<file path="config.mk">
export PLATFORM = sky130hd
export DESIGN_NAME = cdb_arbiter
export DESIGN_NICKNAME = d
export VERILOG_FILES = /design/src/rtl/rv32i_types.sv /design/src/rtl/rr_arbiter.sv /design/src/rtl/cdb_arbiter.sv
export SDC_FILE = /design/constraint.sdc
export NUM_CORES = 1
export LEC_CHECK = 0
export BUFFER_PORTS_ARGS = -buffer_cell sky130_fd_sc_hd__buf_2
export CAP_MARGIN = 5
export CELL_PAD_IN_SITES_DETAIL_PLACEMENT = 1
export CELL_PAD_IN_SITES_GLOBAL_PLACEMENT = 1
export CORE_MARGIN = 1.5
export CORE_UTILIZATION = 37
export DETAILED_ROUTE_END_ITERATION = 8
export PLACE_DENSITY = 0.89
export SLEW_MARGIN = 5
export SYNTH_ARGS = -nofsm -noshare
export SYNTH_HDL_FRONTEND = slang
export SYNTH_SLANG_ARGS = --single-unit
</file>
<file path="constraint.sdc">
create_clock -name clk -period 3.1 [get_ports clk]
set_input_delay 0.31 -clock clk [delete_from_list [all_inputs] [get_ports clk]]
set_output_delay 0.31 -clock clk [all_outputs]
set_load 0.01 [all_outputs]
</file>
<file path="src/rtl/rv32i_types.sv">
// Shared core types: physical register / ROB sizing and the CDB packet layout.
package rv32i_types;

   localparam int PHYS_REG_IDX    = 5;
   localparam int NUM_ROB_ENTRIES = 16;
   localparam int ROB_IDX_W       = $clog2(NUM_ROB_ENTRIES);
   localparam int RV_XLEN         = 32;

   typedef struct packed {
      logic                    valid;
      logic [PHYS_REG_IDX:0]   pd;
      logic [ROB_IDX_W-1:0]    rob;
      logic [RV_XLEN-1:0]      value;
      logic                    dest_we;
   } cdb_pkt_t;

endpackage

</file>
<file path="src/rtl/rr_arbiter.sv">
// Combinational round-robin arbiter: first set request at or after ptr_i, wrapping.
module rr_arbiter #(
   parameter int NUM_FU = 4,
   parameter int PW     = $clog2(NUM_FU)
) (
   input  logic [NUM_FU-1:0] req_i,
   input  logic [PW-1:0]     ptr_i,
   output logic [NUM_FU-1:0] gnt_o
);

   logic          found;
   logic [PW:0]   sum;
   logic [PW-1:0] idx;

   // Walk the requesters starting at the pointer, grant the first one seen.
   always_comb begin
      gnt_o = '0;
      found = 1'b0;
      sum   = '0;
      idx   = '0;
      for (int k = 0; k < NUM_FU; k++) begin
         sum = {1'b0, ptr_i} + (PW+1)'(k);
         if (sum >= (PW+1)'(NUM_FU)) sum = sum - (PW+1)'(NUM_FU);
         idx = sum[PW-1:0];
         if (!found && req_i[idx]) begin
            gnt_o[idx] = 1'b1;
            found      = 1'b1;
         end
      end
   end

endmodule

</file>
<file path="src/rtl/cdb_arbiter.sv">
// Common data bus arbiter: one result slot per functional unit, one broadcast per
// cycle chosen round-robin. XLEN must not exceed rv32i_types::RV_XLEN, the slot
// storage width.
module cdb_arbiter
   import rv32i_types::*;
#(
   parameter int NUM_FU = 4,
   parameter int XLEN   = 32
) (
   input  logic                                 clk,
   input  logic                                 rst_n,
   input  logic                                 flush,
   input  logic [NUM_FU-1:0]                    fu_valid,
   output logic [NUM_FU-1:0]                    fu_ready,
   input  logic [NUM_FU-1:0][PHYS_REG_IDX:0]    fu_pd,
   input  logic [NUM_FU-1:0][ROB_IDX_W-1:0]     fu_rob,
   input  logic [NUM_FU-1:0][XLEN-1:0]          fu_value,
   input  logic [NUM_FU-1:0]                    fu_dest_we,
   output logic                                 cdb_valid,
   output logic [PHYS_REG_IDX:0]                cdb_pid,
   output logic [ROB_IDX_W-1:0]                 cdb_rob,
   output logic [XLEN-1:0]                      cdb_value,
   output logic                                 cdb_we,
   output logic [$clog2(NUM_FU)-1:0]            cdb_src,
   output logic [31:0]                          stall_cnt
);

   localparam int PW = $clog2(NUM_FU);

   cdb_pkt_t          slot_q [NUM_FU];
   cdb_pkt_t          slot_d [NUM_FU];
   logic [PW-1:0]     rr_ptr_q, rr_ptr_d;
   logic [31:0]       stall_cnt_q, stall_cnt_d;

   logic [NUM_FU-1:0] occ;
   logic [NUM_FU-1:0] grant;
   logic              any_gnt;
   logic [PW-1:0]     gidx;
   cdb_pkt_t          gpkt;

   // Occupancy vector feeding the arbiter.
   always_comb begin
      occ = '0;
      for (int i = 0; i < NUM_FU; i++) occ[i] = slot_q[i].valid;
   end

   rr_arbiter #(.NUM_FU(NUM_FU), .PW(PW)) u_rr (
      .req_i (occ),
      .ptr_i (rr_ptr_q),
      .gnt_o (grant)
   );

   // Encode the one-hot grant and pick out the winning slot.
   always_comb begin
      any_gnt = |grant;
      gidx    = '0;
      gpkt    = '0;
      for (int i = 0; i < NUM_FU; i++) begin
         if (grant[i]) begin
            gidx = PW'(i);
            gpkt = slot_q[i];
         end
      end
   end

   // A slot can take a new result when empty or when it is draining this cycle.
   always_comb begin
      fu_ready = ~occ | grant;
   end

   // Broadcast payload; the destination is zeroed for non-writing completions.
   always_comb begin
      cdb_valid = 1'b0;
      cdb_pid   = '0;
      cdb_rob   = '0;
      cdb_value = '0;
      cdb_we    = 1'b0;
      cdb_src   = '0;
      if (any_gnt) begin
         cdb_valid = 1'b1;
         cdb_pid   = gpkt.dest_we ? gpkt.pd : '0;
         cdb_rob   = gpkt.rob;
         cdb_value = XLEN'(gpkt.value);
         cdb_we    = gpkt.dest_we;
         cdb_src   = gidx;
      end
   end

   // Next-state: flush wins, then a load, then the drain of the granted slot.
   always_comb begin
      for (int i = 0; i < NUM_FU; i++) begin
         slot_d[i] = slot_q[i];
         if (flush) begin
            slot_d[i] = '0;
         end else if (fu_valid[i] && fu_ready[i]) begin
            slot_d[i].valid   = 1'b1;
            slot_d[i].pd      = fu_pd[i];
            slot_d[i].rob     = fu_rob[i];
            slot_d[i].value   = RV_XLEN'(fu_value[i]);
            slot_d[i].dest_we = fu_dest_we[i];
         end else if (grant[i]) begin
            slot_d[i].valid = 1'b0;
         end
      end

      rr_ptr_d = rr_ptr_q;
      if (flush) begin
         rr_ptr_d = '0;
      end else if (any_gnt) begin
         rr_ptr_d = (gidx == PW'(NUM_FU-1)) ? '0 : gidx + PW'(1);
      end

      stall_cnt_d = stall_cnt_q;
      if ($countones(occ) > 1) stall_cnt_d = stall_cnt_q + 32'd1;
   end

   // State registers with asynchronous clear.
   always_ff @(posedge clk or negedge rst_n) begin
      if (!rst_n) begin
         for (int i = 0; i < NUM_FU; i++) slot_q[i] <= '0;
         rr_ptr_q    <= '0;
         stall_cnt_q <= '0;
      end else begin
         for (int i = 0; i < NUM_FU; i++) slot_q[i] <= slot_d[i];
         rr_ptr_q    <= rr_ptr_d;
         stall_cnt_q <= stall_cnt_d;
      end
   end

   assign stall_cnt = stall_cnt_q;

endmodule

</file>
==> results of run 1 <==
-- layer usage --
layer	global-route usage, %	routed length, um	vias up
met5	0	0	-
met4	14.0	2160	0
met3	5.57	3140	154
met2	52.0	20500	567
met1	37.5	16500	4726
li1	-	-	3810
-- layout by cell type (no fill, tap or decap), types with 9 or more instances in the layout --
master	count
clkbuf_8	9
a22o_1	172
dfrtp_1	210
dlygate4sd3_1	63
nor2_1	13
clkbuf_16	29
a21oi_4	10
nand2_1	70
xnor2_1	23
buf_6	24
buf_2	252
o21ai_1	44
a221oi_2	30
buf_4	53
buf_12	26
o21ai_0	22
-- cells by family after synthesis --
logic type                 count (synthesis)
muxes                                      9
DFF                                      210
xor gates and xnor gates                  31
adders and majority gates                  8
AOI/OAI and AO/OA                        325
and+or+nand+nor                          131
buffers and inverters                     76
-- area by class of cell --
class	count	area, um2	area share (%)
flip-flops and latches	210	5260	37.0
multi-input cells	506	4290	30.2
repair buffers	431	3380	23.8
clock buffers	37	739	5.21
well taps	324	405	2.85
clock inverters	7	96.3	0.678
inverters	8	32.5	0.229
diodes	6	15.0	0.106
-- what timing repair did --
action | 4_1_cts | 5_1_grt
hold buffers | 63 | 0
cloned | 5 | 9
setup buffers | 21 | 13
setup endpoints to repair | 179 | 180
gates resized for setup | 54 | 89
hold endpoints to repair | 158 | 0
pin swaps | 14 | 27
-- flip-flops by register name, summed over array words and instances, names as in the netlist --
register / cells
stall_cnt: 32
slot_q: 172
occ: 4
rr_ptr_q: 2
-- power by group through the flow --
stage	Sequential [mW]	Clock, mW	Combinational [mW]
finish	3.33	3.02	6.58
global route	3.35	3.16	6.90
CTS	3.28	3.04	5.65
detailed placement	3.31	0	4.71
global placement	3.29	0	4.55
floorplan	3.26	0	2.59
-- worst max-delay path, cell delays in order (launching register included) --
cell and delay [ns]:
dfrtp_1 0.41, inv_4 0.05, ha_4 0.27, mux4_2 0.58
nor4b_4 0.35, buf_4 0.19, nand2_4 0.06, o21ai_4 0.15
buf_12 0.16, nor2_4 0.05, buf_12 0.14, a221oi_2 0.35
o21ai_1 0.12, buf_2 0.15
-- metrics by stage --
stage	setup TNS (ns)	cells	area [um2]	total power, mW	setup slack [ns]
5_1_grt	-79.14	1527	14200	13.4	-0.907
4_1_cts	-43.13	1501	13600	12.0	-0.627
3_5_place_dp	-27.94	1369	11600	8.02	-0.422
6_report	-60.05	1529	14200	12.9	-0.790
2_1_floorplan	-1.17	790	9430	5.84	-0.0490
3_3_place_gp	-10.70	1369	11600	7.84	-0.258
-- how the worst max path moves through the flow --
stage                                       start            end  slack (ns)  depth (start not counted)
after floorplan           rr_ptr_q[0]$_DFFE_PN0P_     cdb_pid[0]       -0.05                         10
after global placement    rr_ptr_q[0]$_DFFE_PN0P_  cdb_value[10]       -0.26                         10
after detailed placement  rr_ptr_q[1]$_DFFE_PN0P_  cdb_value[10]       -0.42                         13
after CTS                 rr_ptr_q[0]$_DFFE_PN0P_     cdb_pid[4]       -0.63                         11
after global routing      rr_ptr_q[0]$_DFFE_PN0P_     cdb_rob[2]       -0.91                         13
final                     rr_ptr_q[0]$_DFFE_PN0P_     cdb_rob[2]       -0.79                         13
==> qor.yml, run 1 <==
sta:
  rsz0062_at_grt: "yes"
  slew_violations: 0
  relSlewSlack_pct: 46.8
  tightest_slew_ns: 0.798
  hold_viol: 0
  setup_viol: 179
  fin_skew_ns: 0.0147
  fin_crit_sh_pct: 125
  setup_slack_ns: -0.790
  fin_hold_ws_ns: 0.00412
  clock.fmax_ghz: 0.257
  fin_crit_ns: 3.89
clocking:
  path_clk_slew_ns: 0.06
  cts_buffer_depth: 3
  cts_tree: "done"
  insertion_delay_ns: 0.53
  clock_sinks: 210
  cts_root_buffer: "clkbuf_16"
  htreeDepth: 1
  cts_buffers: 24
setup_path:
  critical_path.endpoint_type: "output port"
  r2r_slack_ns: -0.27
  worst_setup_path_start_kind: "register"
  r2r_cells: 16
  crit_required_ns: 2.79
  cp_data_arrival_time_ns: 3.58
  crit_path_max_fanout: 9
  worstSetupPathType: "reg2out"
  timing.rr.end: "slot_q[133]$_DFFE_PN0P_"
  regToRegStartpoint: "rr_ptr_q[1]$_DFFE_PN0P_"
routing:
  ant_nets: 0
  drt_iter0_drc: 898
  finalWirelength_mm: 42.3
  vias: 9257
  drtPass1Iterations: 5
  detail_route.wl_per_cell_um: 27.7
  drc: 0
  via_per_inst: 6.05
cells_and_area:
  nNetsFinal: 1368
  drive_above_1_share_pct: 41.6
  final_util_pct: 58.1
  area_delta_synth_final_pct: 52.8
  nFillCells: 2537
yosys:
  ys_async_sr_fraction_pct: 100
  synthFlopType: "dfrtp_1"
  synth-seq-area-share_pct: 56.5
  yosys_warnings: 0
  synth-seq-cells: 210
  synth-compound-area-share_pct: 27.1
  synth_top_area_share_pct: 56.5
  netlist_top_cells_area: "dfrtp_1, a22o_1, o21ai_0, a221oi_1, nand2_1"
  synth-edff-count: 0
  synth.top_cells.by_count: "dfrtp_1, a22o_1, nand2_1, o21ai_0, a221oi_1"
  syn_area_per_cell_um2: 11.8
  yosysTopAreaCell: "dfrtp_1"
  synth_xor_xnor_area_share_pct: 2.92
  synth_top_family_by_area: "compound AO/OA/AOI/OAI gates"
  synthMuxAreaShare_pct: 1.52
  netlist_instances: 790
  synthSimpleGateAreaFrac_pct: 6.85
  ys_types: 47
  synthAdderAreaFrac_pct: 1.16
  synth_area_um2: 9300
  synth_fp_nets: 977
  yosysMostFrequentCell: "dfrtp_1"
die:
  start_util_pct: 38.0
  die-area_um2: 26100
  die_y_um: 162
  die-width_um: 162
  boundaryPins: 261
  core_um2: 24500
  row_count: 57
power_and_ir_drop:
  internal_power_mw: 7.70
  power_switching_mw: 5.23
  p_comb_share_pct: 50.9
  leakage_nw: 6.88
  switching_share_pct: 40.4
  seqPwrFrac_pct: 25.8
  powerDensity_nw_per_um2: 910
  clkPwrFrac_pct: 23.4
  ir_worst_vdd_mv: 0.505
placement:
  globalplace.congestion: 0.918
  portBuffers: 260
  hpwl_mm: 23.8
run_status:
  status: "finished with violations"
  violations: "setup timing"
global_routing:
  antenna_found_initial: 5
  grt_util_all_layers_pct: 30.5
  grt.overflow.total: 0
  grt_pass1_wl_mm: 60.5
  grt_max_degree: 100
  grt_pass1_vias: 9993
min_path:
  whs_path_depth: 2
  hold_start: "fu_value[34]"
  min_path_type: "in2reg"
  hold_end: "slot_q[91]$_DFFE_PN0P_"
run:
  maxCapViolCount: 0
(Power assumes the default switching activity.)
==> run 2: changes to the inputs <==
Settings changed: PLACE_DENSITY 0.89 to unset, PLACE_DENSITY_LB_ADDON set to 0.1.
==> qor.yml, run 2 (synthesized netlist as in run 1, its figures left out) <==
power_and_ir_drop:
  powerDensity_nw_per_um2: 855
  leakage_nw: 6.72
  finalPower_mw: 11.9
  ir_worst_vdd_mv: 0.376
cells_and_area:
  area_delta_synth_final_pct: 49.4
  stdcell_count: 1520
  stdcell_area_um2: 13900
  regMostFlops: "slot_q"
  nNetsFinal: 1363
  final_cell_mix: "buf_2, dfrtp_1, a22o_1"
  final_common_cell: "buf_2"
  drive_above_1_share_pct: 38.3
  largest_reg_flops: 172
placement:
  globalplace.congestion: 0.814
  place_inst: 1368
  portBuffers: 260
  placed_area_um2: 11600
  dp_slack_ns: -0.128
  hpwl_mm: 22.6
sta:
  clock.fmax_ghz: 0.272
  tns_ns: -24.47
  tightest_slew_ns: 0.699
  fin_crit_ns: 3.67
  hold_viol: 0
  relSlewSlack_pct: 53.4
  rsz0062_at_grt: "yes"
  fin_skew_ns: 0.0188
  setup_slack_ns: -0.573
  slew_violations: 0
  fin_crit_sh_pct: 118
  setup_viol: 92
global_routing:
  antenna_found_initial: 2
  grt.overflow.total: 0
  grt_util_all_layers_pct: 26.5
  grt_pass1_wl_mm: 53.8
  grt_pass1_vias: 9353
  grt_max_degree: 82
routing:
  drtPass1Iterations: 5
  detail_route.wl_per_cell_um: 22.6
  ant_nets: 0
  vias: 8480
  drc: 0
  via_per_inst: 5.58
  finalWirelength_mm: 34.3
  drt_iter0_drc: 575
setup_path:
  regToRegStartpoint: "rr_ptr_q[0]$_DFFE_PN0P_"
  worstSetupPathType: "reg2out"
  r2r_slack_ns: -0.08
  crit_required_ns: 2.79
  critical_path.endpoint_type: "output port"
  r2r_cells: 16
  timing.rr.end: "slot_q[35]$_DFFE_PN0P_"
  cp_data_arrival_time_ns: 3.36
  worst_setup_path_start_kind: "register"
  crit_path_max_fanout: 15
clocking:
  clock_sinks: 210
  cts_root_buffer: "clkbuf_16"
  cts_buffers: 24
  insertion_delay_ns: 0.52
  path_clk_slew_ns: 0.06
  htreeDepth: 1
  cts_tree: "done"
  cts_buffer_depth: 3
die:
  boundaryPins: 261
  start_util_pct: 38.0
  die-area_um2: 26100
  die-width_um: 162
  row_count: 57
  core_um2: 24500
  die_y_um: 162
run:
  maxCapViolCount: 0
min_path:
  hold_end: "slot_q[27]$_DFFE_PN0P_"
  min_path_type: "in2reg"
  hold_start: "fu_value[122]"
  whs_path_depth: 2
run_status:
  status: "finished with violations"
  violations: "setup timing"
run 2: cell types whose count changed in the layout (fill, tap and decap cells not counted), moves of 6 or more:
cell,before,now
buf_4,53,39
o21ai_2,8,2
buf_6,24,16
dlygate4sd3_1,63,92
a221oi_1,2,9
run 2: cell type report:
type                            instances  area [um2]
Tap cell                              324         405
Timing Repair Buffer                  427        3210
Clock inverter                          9         106
Fill cell                            2593       10600
Inverter                                8        32.5
Sequential cell                       210        5260
Multi-Input combinational cell        505        4180
Antenna cell                            2        5.00
Clock buffer                           35         692
run 2: worst max path at each step:
stage / to / from / cells after the start / slack [ns]
3_3_place_gp: cdb_value[9] / rr_ptr_q[0]$_DFFE_PN0P_ / 11 / -0.06
4_1_cts: cdb_pid[2] / rr_ptr_q[0]$_DFFE_PN0P_ / 13 / -0.53
3_5_place_dp: cdb_pid[0] / rr_ptr_q[0]$_DFFE_PN0P_ / 11 / -0.13
2_1_floorplan: cdb_pid[0] / rr_ptr_q[0]$_DFFE_PN0P_ / 10 / -0.05
5_1_grt: cdb_value[11] / rr_ptr_q[0]$_DFFE_PN0P_ / 12 / -0.70
6_report: cdb_value[21] / rr_ptr_q[0]$_DFFE_PN0P_ / 12 / -0.57
run 2: repair_timing:
action                     in CTS  in global routing
setup endpoints to repair      93                136
buffers inserted                7                  6
hold buffers                   91                  1
gates resized for setup        60                 43
pin swaps                       4                 14
hold endpoints to repair      167                  1
cloned                          2                  1
run 2: routing by layer:
layer  track usage (%)  up-vias  share of wire, %
met5                 0        -                 0
met4              8.80        0               3.0
met3              3.93       58               4.3
li1                  -     3787                 -
met2              44.1      256                49
met1              35.5     4379                44
run 2: critical path, stage by stage (launching register included):
cell and delay (ns):
dfrtp_1 0.40, inv_4 0.05, ha_4 0.27, mux4_2 0.57
nor4b_4 0.22, buf_4 0.18, nand2_2 0.08, o21ai_4 0.15
nor2_4 0.13, buf_12 0.18, a221oi_2 0.30, o21ai_1 0.14
buf_2 0.15
run 2: report_power, final:
part | internal [mW] | switching, mW | leakage [nW] | total [mW]
logic | 2.53 | 3.18 | 3.50 | 5.70
registers | 3.04 | 0.253 | 2.82 | 3.29
clock network | 1.72 | 1.16 | 0.397 | 2.87
run 2: per-stage QoR:
stage / hold slack [ns] / utilization [%]
floorplan: 0.0144 / -
global placement: 0.414 / 47.5
detailed placement: 0.420 / 47.5
CTS: 0.0000603 / 55.7
global route: 0.00226 / 56.8
finish: 0.0168 / 56.8
==> run 3: changes to the inputs <==
Settings changed: GPL_ROUTABILITY_DRIVEN set to 0, REMOVE_ABC_BUFFERS set to 1.
==> qor.yml, run 3 (synthesized netlist as in run 1, its figures left out) <==
global_routing:
  grt.overflow.total: 0
  grt_pass1_vias: 9228
  use_met2_pct: 43.6
  grt_pass1_wl_mm: 53.7
  grt_util_all_layers_pct: 26.5
  use_met3_pct: 4.90
  grt.busiest_layer: "met2"
  grt_max_degree: 69
  antenna_found_initial: 6
  met1_usage_pct: 36.4
min_path:
  min_path_type: "in2reg"
  hold_start: "fu_rob[10]"
  hold_end: "slot_q[79]$_DFFE_PN0P_"
  whs_path_depth: 2
routing:
  finalWirelength_mm: 34.9
  detail_route.wl_per_cell_um: 23.1
  drc: 0
  vias: 8408
  drtPass1Iterations: 5
  ant_nets: 0
  drt_iter0_drc: 457
  via_per_inst: 5.56
sta:
  fin_crit_ns: 3.65
  tightest_slew_ns: 0.622
  fin_hold_ws_ns: 0.00956
  fin_crit_sh_pct: 118
  relSlewSlack_pct: 58.6
  fin_skew_ns: 0.0247
  slew_violations: 0
  setup_viol: 50
  clock.fmax_ghz: 0.274
  tns_ns: -22.13
  rsz0062_at_grt: "yes"
  hold_viol: 0
  setup_slack_ns: -0.548
clocking:
  htreeDepth: 1
  path_clk_slew_ns: 0.06
  cts_buffers: 25
  cts_tree: "done"
  cts_root_buffer: "clkbuf_16"
  cts_buffer_depth: 3
  insertion_delay_ns: 0.53
  clock_sinks: 210
cells_and_area:
  regMostFlops: "slot_q"
  final_cell_mix: "buf_2, dfrtp_1, a22o_1"
  drive_above_1_share_pct: 38.4
  seqCellArea_um2: 5260
  final_common_cell: "buf_2"
  final_util_pct: 58.0
  multi_input_area_um2: 4380
  stdcell_area_um2: 14200
  stdcell_count: 1512
  area_delta_synth_final_pct: 52.6
  nFillCells: 2562
  nNetsFinal: 1352
  largest_reg_flops: 172
placement:
  placed_area_um2: 11500
  portBuffers: 260
  hpwl_mm: 21.6
  place_inst: 1361
  dp_slack_ns: -0.112
setup_path:
  crit_path_max_fanout: 8
  r2r_cells: 14
  timing.rr.end: "slot_q[133]$_DFFE_PN0P_"
  worst_setup_path_start_kind: "register"
  regToRegStartpoint: "rr_ptr_q[1]$_DFFE_PN0P_"
  r2r_slack_ns: -0.01
  cp_data_arrival_time_ns: 3.34
  crit_required_ns: 2.79
  worstSetupPathType: "reg2out"
  critical_path.endpoint_type: "output port"
power_and_ir_drop:
  powerDensity_nw_per_um2: 897
  leakage_nw: 6.79
  finalPower_mw: 12.7
  ir_worst_vdd_mv: 0.500
die:
  die-width_um: 162
  core_um2: 24500
  boundaryPins: 261
  die-area_um2: 26100
  die_y_um: 162
  row_count: 57
  start_util_pct: 38.0
run_status:
  status: "finished with violations"
  violations: "setup timing"
run:
  maxCapViolCount: 0
run 3: timing repair:
item / in CTS / in global routing
setup buffers: 9 / 2
endpoints found under the setup margin: 96 / 136
hold endpoints to repair: 152 / 0
hold buffers: 89 / 0
pin swaps: 14 / 58
cloned: 0 / 4
gates resized for setup: 102 / 69
run 3: layer usage:
metal / vias to the layer above / wire [um]
li1: 3767 / -
met1: 4312 / 15300
met2: 283 / 16800
met3: 46 / 2150
met4: 0 / 586
met5: - / 0
run 3: layout make-up:
| cell class | count | area share (%) |
|---|---|---|
| antenna | 5 | 0.0882 |
| clock buffer | 33 | 4.76 |
| clock inverter | 12 | 1.73 |
| inverter | 8 | 0.212 |
| multi-input combinational | 504 | 30.9 |
| sequential | 210 | 37.0 |
| tap | 324 | 2.86 |
| timing repair buffer | 416 | 22.4 |
run 3: power breakdown:
part / total, mW / switching [mW] / internal (mW)
sequential: 3.31 / 0.268 / 3.04
combinational: 6.09 / 3.38 / 2.71
clock: 3.33 / 1.22 / 2.12
run 3: worst max path at each step:
stage,from,slack [ns],to
floorplan,rr_ptr_q[0]$_DFFE_PN0P_,-2.67,slot_q[0]$_DFFE_PN0P_
global placement,rr_ptr_q[0]$_DFFE_PN0P_,-0.04,cdb_pid[1]
detailed placement,rr_ptr_q[1]$_DFFE_PN0P_,-0.11,cdb_value[16]
CTS,rr_ptr_q[1]$_DFFE_PN0P_,-0.54,cdb_pid[1]
global route,rr_ptr_q[0]$_DFFE_PN0P_,-0.69,cdb_pid[2]
finish,rr_ptr_q[1]$_DFFE_PN0P_,-0.55,cdb_pid[2]
run 3: worst max-delay path: stages, from the launching register on:
cell,delay (ns)
dfrtp_1,0.37
inv_2,0.06
ha_4,0.27
mux4_2,0.55
nor4b_4,0.39
buf_4,0.19
a221oi_4,0.08
buf_6,0.16
nand4b_1,0.19
a31o_4,0.30
a21oi_1,0.12
buf_2,0.14
